## src/rtl/ctrl_sequencer.sv

```systemverilog
// ---------------------------------------------------------------------------
// ctrl_sequencer
//
// Hardwired control unit for the bus-based datapath. It sequences the fetch,
// decode and execute phases of three-register ALU instructions and drives
// every datapath strobe.
//
// Instruction word: opcode ir[31:27], Ra ir[26:23] (dest), Rb ir[22:19],
// Rc ir[18:15]. Legal opcodes: add 00011, sub 00100, and 01001, or 01010,
// halt 11011. Every other opcode raises an illegal-opcode fault.
//
// State flow: IDLE -> T0 -> T1 (memory wait) -> T2 -> DEC -> T3 -> T4 -> T5 -> T0.
// DEC branches to HALT on halt or on an illegal opcode. A memory timeout in
// T1 also goes to HALT. HALT is left only through reset.
//
// All outputs are registered (Moore). The strobes for a state are computed
// from the next state and loaded on the same edge that enters that state.
// Each strobe is therefore high for exactly the cycles spent in its state.
// The fetch strobes of T0 depend on run. run is sampled on the edge that
// enters or holds T0. A T0 cycle with strobes always moves on to T1. A T0
// cycle without strobes re-samples run on its closing edge.
//
// Optional feature (macro CTRL_SEQUENCER_STEP_EN): adds a 1-bit input, step.
// T0 then fires only when run=1 and step=1 are seen together. A step input
// held high runs instructions back to back.
//
// Ports:
//   clk        in   system clock, rising edge
//   reset      in   synchronous, active-high reset
//   run        in   level; fetch the next instruction from T0
//   step       in   (CTRL_SEQUENCER_STEP_EN only) single-step qualifier
//   ir[31:0]   in   IR contents from the datapath
//   mem_ready  in   memory data valid
//   pc_out, inc_pc, mar_in, read, mdr_in, mdr_out, ir_in, y_in, z_in,
//   z_low_out  out  datapath strobes
//   gpr_in     out  one-hot register write enable  [NUM_REGS-1:0]
//   gpr_out    out  one-hot register bus drive     [NUM_REGS-1:0]
//   alu_op     out  ALU operation, equal to ir[31:27] in T4, 0 otherwise
//   busy       out  1 in any state other than IDLE/HALT
//   halted     out  1 in HALT
//   fault      out  00 none, 01 illegal opcode, 10 memory timeout (sticky)
// ---------------------------------------------------------------------------
module ctrl_sequencer #(
    parameter int NUM_REGS     = 16,
    parameter int MEM_WAIT_MAX = 15
) (
    input  logic                clk,
    input  logic                reset,
    input  logic                run,
`ifdef CTRL_SEQUENCER_STEP_EN
    input  logic                step,
`endif
    input  logic [31:0]         ir,
    input  logic                mem_ready,
    output logic                pc_out,
    output logic                inc_pc,
    output logic                mar_in,
    output logic                read,
    output logic                mdr_in,
    output logic                mdr_out,
    output logic                ir_in,
    output logic                y_in,
    output logic                z_in,
    output logic                z_low_out,
    output logic [NUM_REGS-1:0] gpr_in,
    output logic [NUM_REGS-1:0] gpr_out,
    output logic [4:0]          alu_op,
    output logic                busy,
    output logic                halted,
    output logic [1:0]          fault
);

    localparam logic [3:0] S_IDLE = 4'd0;
    localparam logic [3:0] S_T0   = 4'd1;
    localparam logic [3:0] S_T1   = 4'd2;
    localparam logic [3:0] S_T2   = 4'd3;
    localparam logic [3:0] S_DEC  = 4'd4;
    localparam logic [3:0] S_T3   = 4'd5;
    localparam logic [3:0] S_T4   = 4'd6;
    localparam logic [3:0] S_T5   = 4'd7;
    localparam logic [3:0] S_HALT = 4'd8;

    localparam logic [4:0] OP_ADD  = 5'b00011;
    localparam logic [4:0] OP_SUB  = 5'b00100;
    localparam logic [4:0] OP_AND  = 5'b01001;
    localparam logic [4:0] OP_OR   = 5'b01010;
    localparam logic [4:0] OP_HALT = 5'b11011;

    localparam logic [1:0] FAULT_NONE    = 2'b00;
    localparam logic [1:0] FAULT_ILLEGAL = 2'b01;
    localparam logic [1:0] FAULT_TIMEOUT = 2'b10;

    localparam int CNT_W = (MEM_WAIT_MAX < 2) ? 1 : $clog2(MEM_WAIT_MAX);
    // The last waiting T1 cycle is number MEM_WAIT_MAX. The counter holds the
    // number of cycles already waited, so the timeout fires at MAX-1.
    localparam logic [CNT_W-1:0] CNT_LAST = CNT_W'(MEM_WAIT_MAX - 1);

    logic [3:0]       state_reg, state_next;
    logic [CNT_W-1:0] wait_cnt_reg, wait_cnt_next;
    logic [1:0]       fault_reg, fault_next;

    logic pc_out_reg, inc_pc_reg, mar_in_reg, read_reg, mdr_in_reg;
    logic mdr_out_reg, ir_in_reg, y_in_reg, z_in_reg, z_low_out_reg;
    logic busy_reg, halted_reg;
    logic [4:0] alu_op_reg, alu_op_next;
    logic [NUM_REGS-1:0] gpr_in_reg, gpr_in_next;
    logic [NUM_REGS-1:0] gpr_out_reg, gpr_out_next;
    logic fetch_next;

    wire [4:0] opcode = ir[31:27];
    wire [3:0] ra     = ir[26:23];
    wire [3:0] rb     = ir[22:19];
    wire [3:0] rc     = ir[18:15];

    // Fetch request that qualifies the T0 strobes.
    logic fetch_req;
`ifdef CTRL_SEQUENCER_STEP_EN
    assign fetch_req = run & step;
`else
    assign fetch_req = run;
`endif

    // Next-state, wait counter and sticky fault.
    always_comb begin
        state_next    = state_reg;
        wait_cnt_next = wait_cnt_reg;
        fault_next    = fault_reg;
        case (state_reg)
            S_IDLE: state_next = S_T0;
            // pc_out_reg marks a T0 cycle that has already issued its strobes.
            S_T0:   if (pc_out_reg) state_next = S_T1;
            S_T1: begin
                if (mem_ready) begin
                    state_next    = S_T2;
                    wait_cnt_next = '0;
                end else if (wait_cnt_reg == CNT_LAST) begin
                    state_next    = S_HALT;
                    fault_next    = FAULT_TIMEOUT;
                    wait_cnt_next = '0;
                end else begin
                    wait_cnt_next = wait_cnt_reg + 1'b1;
                end
            end
            S_T2:   state_next = S_DEC;
            S_DEC: begin
                case (opcode)
                    OP_ADD, OP_SUB, OP_AND, OP_OR: state_next = S_T3;
                    OP_HALT: state_next = S_HALT;
                    default: begin
                        state_next = S_HALT;
                        fault_next = FAULT_ILLEGAL;
                    end
                endcase
            end
            S_T3:   state_next = S_T4;
            S_T4:   state_next = S_T5;
            S_T5:   state_next = S_T0;
            S_HALT: state_next = S_HALT;
            default: state_next = S_IDLE;
        endcase
    end

    // A T0 entered or held with a fetch request issues the fetch strobes.
    assign fetch_next  = (state_next == S_T0) && fetch_req;
    assign alu_op_next = (state_next == S_T4) ? opcode : 5'd0;

    // Register selects. Each phase decodes exactly one field, so each vector
    // stays one-hot even when Ra aliases Rb or Rc.
    generate
        for (genvar gi = 0; gi < NUM_REGS; gi++) begin : g_gpr_sel
            assign gpr_out_next[gi] = ((state_next == S_T3) && (rb == 4'(gi)))
                                   || ((state_next == S_T4) && (rc == 4'(gi)));
            assign gpr_in_next[gi]  = (state_next == S_T5) && (ra == 4'(gi));
        end
    endgenerate

    always_ff @(posedge clk) begin
        if (reset) begin
            state_reg     <= S_IDLE;
            wait_cnt_reg  <= '0;
            fault_reg     <= FAULT_NONE;
            pc_out_reg    <= 1'b0;
            inc_pc_reg    <= 1'b0;
            mar_in_reg    <= 1'b0;
            read_reg      <= 1'b0;
            mdr_in_reg    <= 1'b0;
            mdr_out_reg   <= 1'b0;
            ir_in_reg     <= 1'b0;
            y_in_reg      <= 1'b0;
            z_in_reg      <= 1'b0;
            z_low_out_reg <= 1'b0;
            alu_op_reg    <= 5'd0;
            gpr_in_reg    <= '0;
            gpr_out_reg   <= '0;
            busy_reg      <= 1'b0;
            halted_reg    <= 1'b0;
        end else begin
            state_reg     <= state_next;
            wait_cnt_reg  <= wait_cnt_next;
            fault_reg     <= fault_next;
            pc_out_reg    <= fetch_next;
            inc_pc_reg    <= fetch_next;
            mar_in_reg    <= fetch_next;
            read_reg      <= (state_next == S_T1);
            mdr_in_reg    <= (state_next == S_T1);
            mdr_out_reg   <= (state_next == S_T2);
            ir_in_reg     <= (state_next == S_T2);
            y_in_reg      <= (state_next == S_T3);
            z_in_reg      <= (state_next == S_T4);
            z_low_out_reg <= (state_next == S_T5);
            alu_op_reg    <= alu_op_next;
            gpr_in_reg    <= gpr_in_next;
            gpr_out_reg   <= gpr_out_next;
            busy_reg      <= (state_next != S_IDLE) && (state_next != S_HALT);
            halted_reg    <= (state_next == S_HALT);
        end
    end

    assign pc_out    = pc_out_reg;
    assign inc_pc    = inc_pc_reg;
    assign mar_in    = mar_in_reg;
    assign read      = read_reg;
    assign mdr_in    = mdr_in_reg;
    assign mdr_out   = mdr_out_reg;
    assign ir_in     = ir_in_reg;
    assign y_in      = y_in_reg;
    assign z_in      = z_in_reg;
    assign z_low_out = z_low_out_reg;
    assign alu_op    = alu_op_reg;
    assign gpr_in    = gpr_in_reg;
    assign gpr_out   = gpr_out_reg;
    assign busy      = busy_reg;
    assign halted    = halted_reg;
    assign fault     = fault_reg;

endmodule

```

## config.mk

```make
export PLATFORM = sky130hd
export DESIGN_NAME = ctrl_sequencer
export DESIGN_NICKNAME = d
export VERILOG_FILES = /design/src/rtl/ctrl_sequencer.sv
export SDC_FILE = /design/constraint.sdc
export NUM_CORES = 1
export LEC_CHECK = 0
export CAP_MARGIN = 20
export CELL_PAD_IN_SITES_DETAIL_PLACEMENT = 2
export CELL_PAD_IN_SITES_GLOBAL_PLACEMENT = 2
export CORE_AREA = 2 2 95 97
export DETAILED_ROUTE_END_ITERATION = 6
export DIE_AREA = 0 0 97 99
export PLACE_DENSITY = 0.9
export SLEW_MARGIN = 20
export SYNTH_ARGS = -nofsm -noshare
export SYNTH_HDL_FRONTEND = slang
export SYNTH_SLANG_ARGS = --single-unit
```

## constraint.sdc

```tcl
create_clock -name clk -period 5 [get_ports clk]
set_input_delay 0.75 -clock clk [delete_from_list [all_inputs] [get_ports clk]]
set_output_delay 0.75 -clock clk [all_outputs]
set_load 0.1 [all_outputs]
```

==> key figures <==
Outcome
  • Status: complete, no violations

Placement
  • IO buf count: 71
  • DP HPWL: between 4000 and 5000 um
  • Inst Count DP: about 390
  • Routability cong.: roughly 0.85

Critical path
  • R2R Setup Slk: 2570 ps
  • CP Capture Type: register
  • RR Endpoint: gpr_out[8]$_SDFF_PP0_
  • Cells on worst reg2reg path: 5
  • CP Class: in -> reg
  • Worst Path Required: 5200 ps
  • Worst-path fanout max: 21
  • Worst reg2reg path startpoint: state_reg[2]$_SDFF_PP0_
  • Crit path from: ir[30]
  • Worst setup path endpoint: gpr_in[15]$_SDFF_PP0_
  • Critical Path Start Type: primary input
  • Worst EP arrival: ~3100 ps

Global routing
  • Initial antenna violation count: 0
  • Aggregate global-route resource usage: roughly 14%
  • Largest net degree at the start of global routing: 22
  • Vias in the first global route: slightly above 2000
  • First-pass GRT wire length: approximately 11000 um
  • Total grt overflow: 0

Cells and area
  • Layout area overhead: 38.9%
  • NumNets Final: between 300 and 400
  • Final Util: 35.1%
  • Share of layout cells above drive strength 1: approximately 5.6%
  • Ant. Diodes: 0
  • Non-filler cells, final: between 300 and 400

Synth
  • Mapped Area: 2160 um2
  • Most common flop cell mapped by yosys: dfxtp_1
  • Most common cell in the synthesized netlist: dfxtp_1
  • Sequential fraction of the synthesis area: between 50% and 60%
  • FF+latch count, synth: 55
  • Mapped Avg Cell Area: roughly 9.6 um2
  • Yosys warns: 0
  • Yosys top cell area share: 50.9%
  • Yosys cell types: 46
  • Synth top cells by count: 55 x dfxtp_1, 16 x nand2b_1, 16 x nor2_1, 12 x nor4_1, 11 x nand3_1
  • Async SR Flop Fraction: 0%
  • Post-Syn Nets: 263
  • Cell count after synthesis: approximately 230
  • Post-synth top area cell: dfxtp_1
  • Post-synth EDFFs: 0
  • Largest cells by area after synthesis: dfxtp_1 51%, nand2b_1 4.6%, nor4_1 3.5%, nor2_1 2.8%, nand3_1 2.5%

STA
  • Rel. slew slack: 31.4%
  • Final hold slack: a little over 500 ps
  • Fmax: 0.348 GHz
  • Final Max Slew Viols: 0
  • RSZ-0062 raised after global routing: no
  • Final Critical Period: ~2900 ps
  • Post-route clock skew: between 10 and 15 ps
  • Tcrit/Tclk final: between 50% and 60%
  • Final hold viol count: 0
  • Final Setup Violations: 0
  • TNS Setup: 0 ps
  • Worst-Margin Slew: approximately 1000 ps

Drt
  • DRC viols: 0
  • Final wirelength: 6430 um
  • DRT Pass-1 Iters: 4
  • Post-route antenna net violation count: 0
  • 1st-iter DRT viols: 70
  • Vias: 1921
  • Drt via density: between 4 and 5
  • Routed len/inst: between 15 and 20 um

CTS
  • Post-CTS sizing: 0
  • Number of hold buffers added after CTS: 0
  • Setup bufs post-CTS: 0
  • H-tree depth: 2
  • Num CTS Buffers: 5
  • CTS tree: done
  • CTS clock-pin slew for the worst setup and hold paths: roughly 100 ps
  • Clock sinks: 55
  • Clock Latency Late Sink: 310 ps
  • Clock Tree Buf Depth: 2
  • Clock Tree Root: clkbuf_8

Job
  • Total of max-cap violations: 0

Power
  • VDD IR max: roughly 0.13 mV
  • Power Density: 277 nW/um2
  • Leakage power: roughly 1 nW

Die
  • FP Rows: 34
  • Starting density of the core: 25.3%
  • I/O pin cnt: between 80 and 90
  • Core ar.: 8550 um2
  • Die Span Y: 99 um
  • DIE WIDTH: about 97 um
  • Total die area: about 9600 um2

Worst hold path
  • Worst hold path stage count: 2
  • Worst Hold Class: reg -> reg
[placed cells by master (no fill, tap or decap), drive strengths merged, types with 3 or more instances in the layout]
| master | instances |
|---|---|
| and2 | 5 |
| or2 | 3 |
| a21oi | 7 |
| inv | 3 |
| and3 | 3 |
| nor4b | 4 |
| nor2 | 16 |
| clkdlybuf4s50 | 71 |
| nand2 | 9 |
| nor4 | 12 |
| or3 | 5 |
| o31ai | 5 |
| o22ai | 7 |
| nand2b | 16 |
| nand3b | 4 |
| nor2b | 3 |
| nand3 | 11 |
| clkbuf | 6 |
| nor3 | 9 |
| dfxtp | 55 |
| o21ai | 8 |
[power breakdown]
group,leakage (nW),internal [mW],switching [mW]
clock,0.0474,0.113,0.151
combinational,0.516,0.0398,0.0801
sequential,0.444,0.442,0.00699
[worst min-delay path by stage]
stage / from / endpoint / slack, ps
after CTS: wait_cnt_reg[3]$_SDFFE_PP0P_ / wait_cnt_reg[3]$_SDFFE_PP0P_ / 520
after detailed placement: wait_cnt_reg[3]$_SDFFE_PP0P_ / wait_cnt_reg[3]$_SDFFE_PP0P_ / 510
after global routing: fault[0]$_SDFFE_PP0P_ / fault[0]$_SDFFE_PP0P_ / 570
after global placement: fault[0]$_SDFFE_PP0P_ / fault[0]$_SDFFE_PP0P_ / 460
after floorplan: wait_cnt_reg[3]$_SDFFE_PP0P_ / wait_cnt_reg[3]$_SDFFE_PP0P_ / 470
final: wait_cnt_reg[3]$_SDFFE_PP0P_ / wait_cnt_reg[3]$_SDFFE_PP0P_ / 520
[routing by layer]
metal  vias up  wire, um  track usage (%)
met2        57      3260             25.0
met5         -         0                0
li1        928         -                -
met3         8       401             4.75
met4         0        82             3.03
met1       928      2680             14.9
[worst max-delay path: stages]
cell and delay [ps]:
clkdlybuf4s50_1 550, nor4bb_1 330, a211oi_1 140, or2_2 330, a211o_1 530, nor4_1 430
[stage by stage]
stage	power (mW)	setup slack, ps	area [um2]
6_report	0.834	2130	3000
5_1_grt	0.871	2010	3000
4_1_cts	0.841	2100	3000
3_5_place_dp	0.580	1810	2910
3_3_place_gp	0.576	1930	2910
2_1_floorplan	0.543	2790	2160
[cell type report]
type                            count  area [um2]
Clock inverter                      2        16.3
Timing Repair Buffer               71         711
Sequential cell                    55        1100
Tap cell                          108         135
Clock buffer                        6        82.6
Fill cell                         946        5550
Inverter                            3        11.3
Multi-Input combinational cell    151         947
[logic make-up (layout without fill, tap and decap cells)]
logic type	Yosys count	in the layout	share of synthesized area, %
flip-flops	55	55	50.9
AO/OA/AOI/OAI	38	38	12.3
AND/OR/NAND/NOR	109	109	29.5
multiplexers	1	1	0.463
adder cells (fa/ha/maj)	2	2	1.16
buffers and inverters	19	82	5.32
XOR/XNOR	1	1	0.405
No activity file was read; power rests on OpenSTA's default activity.
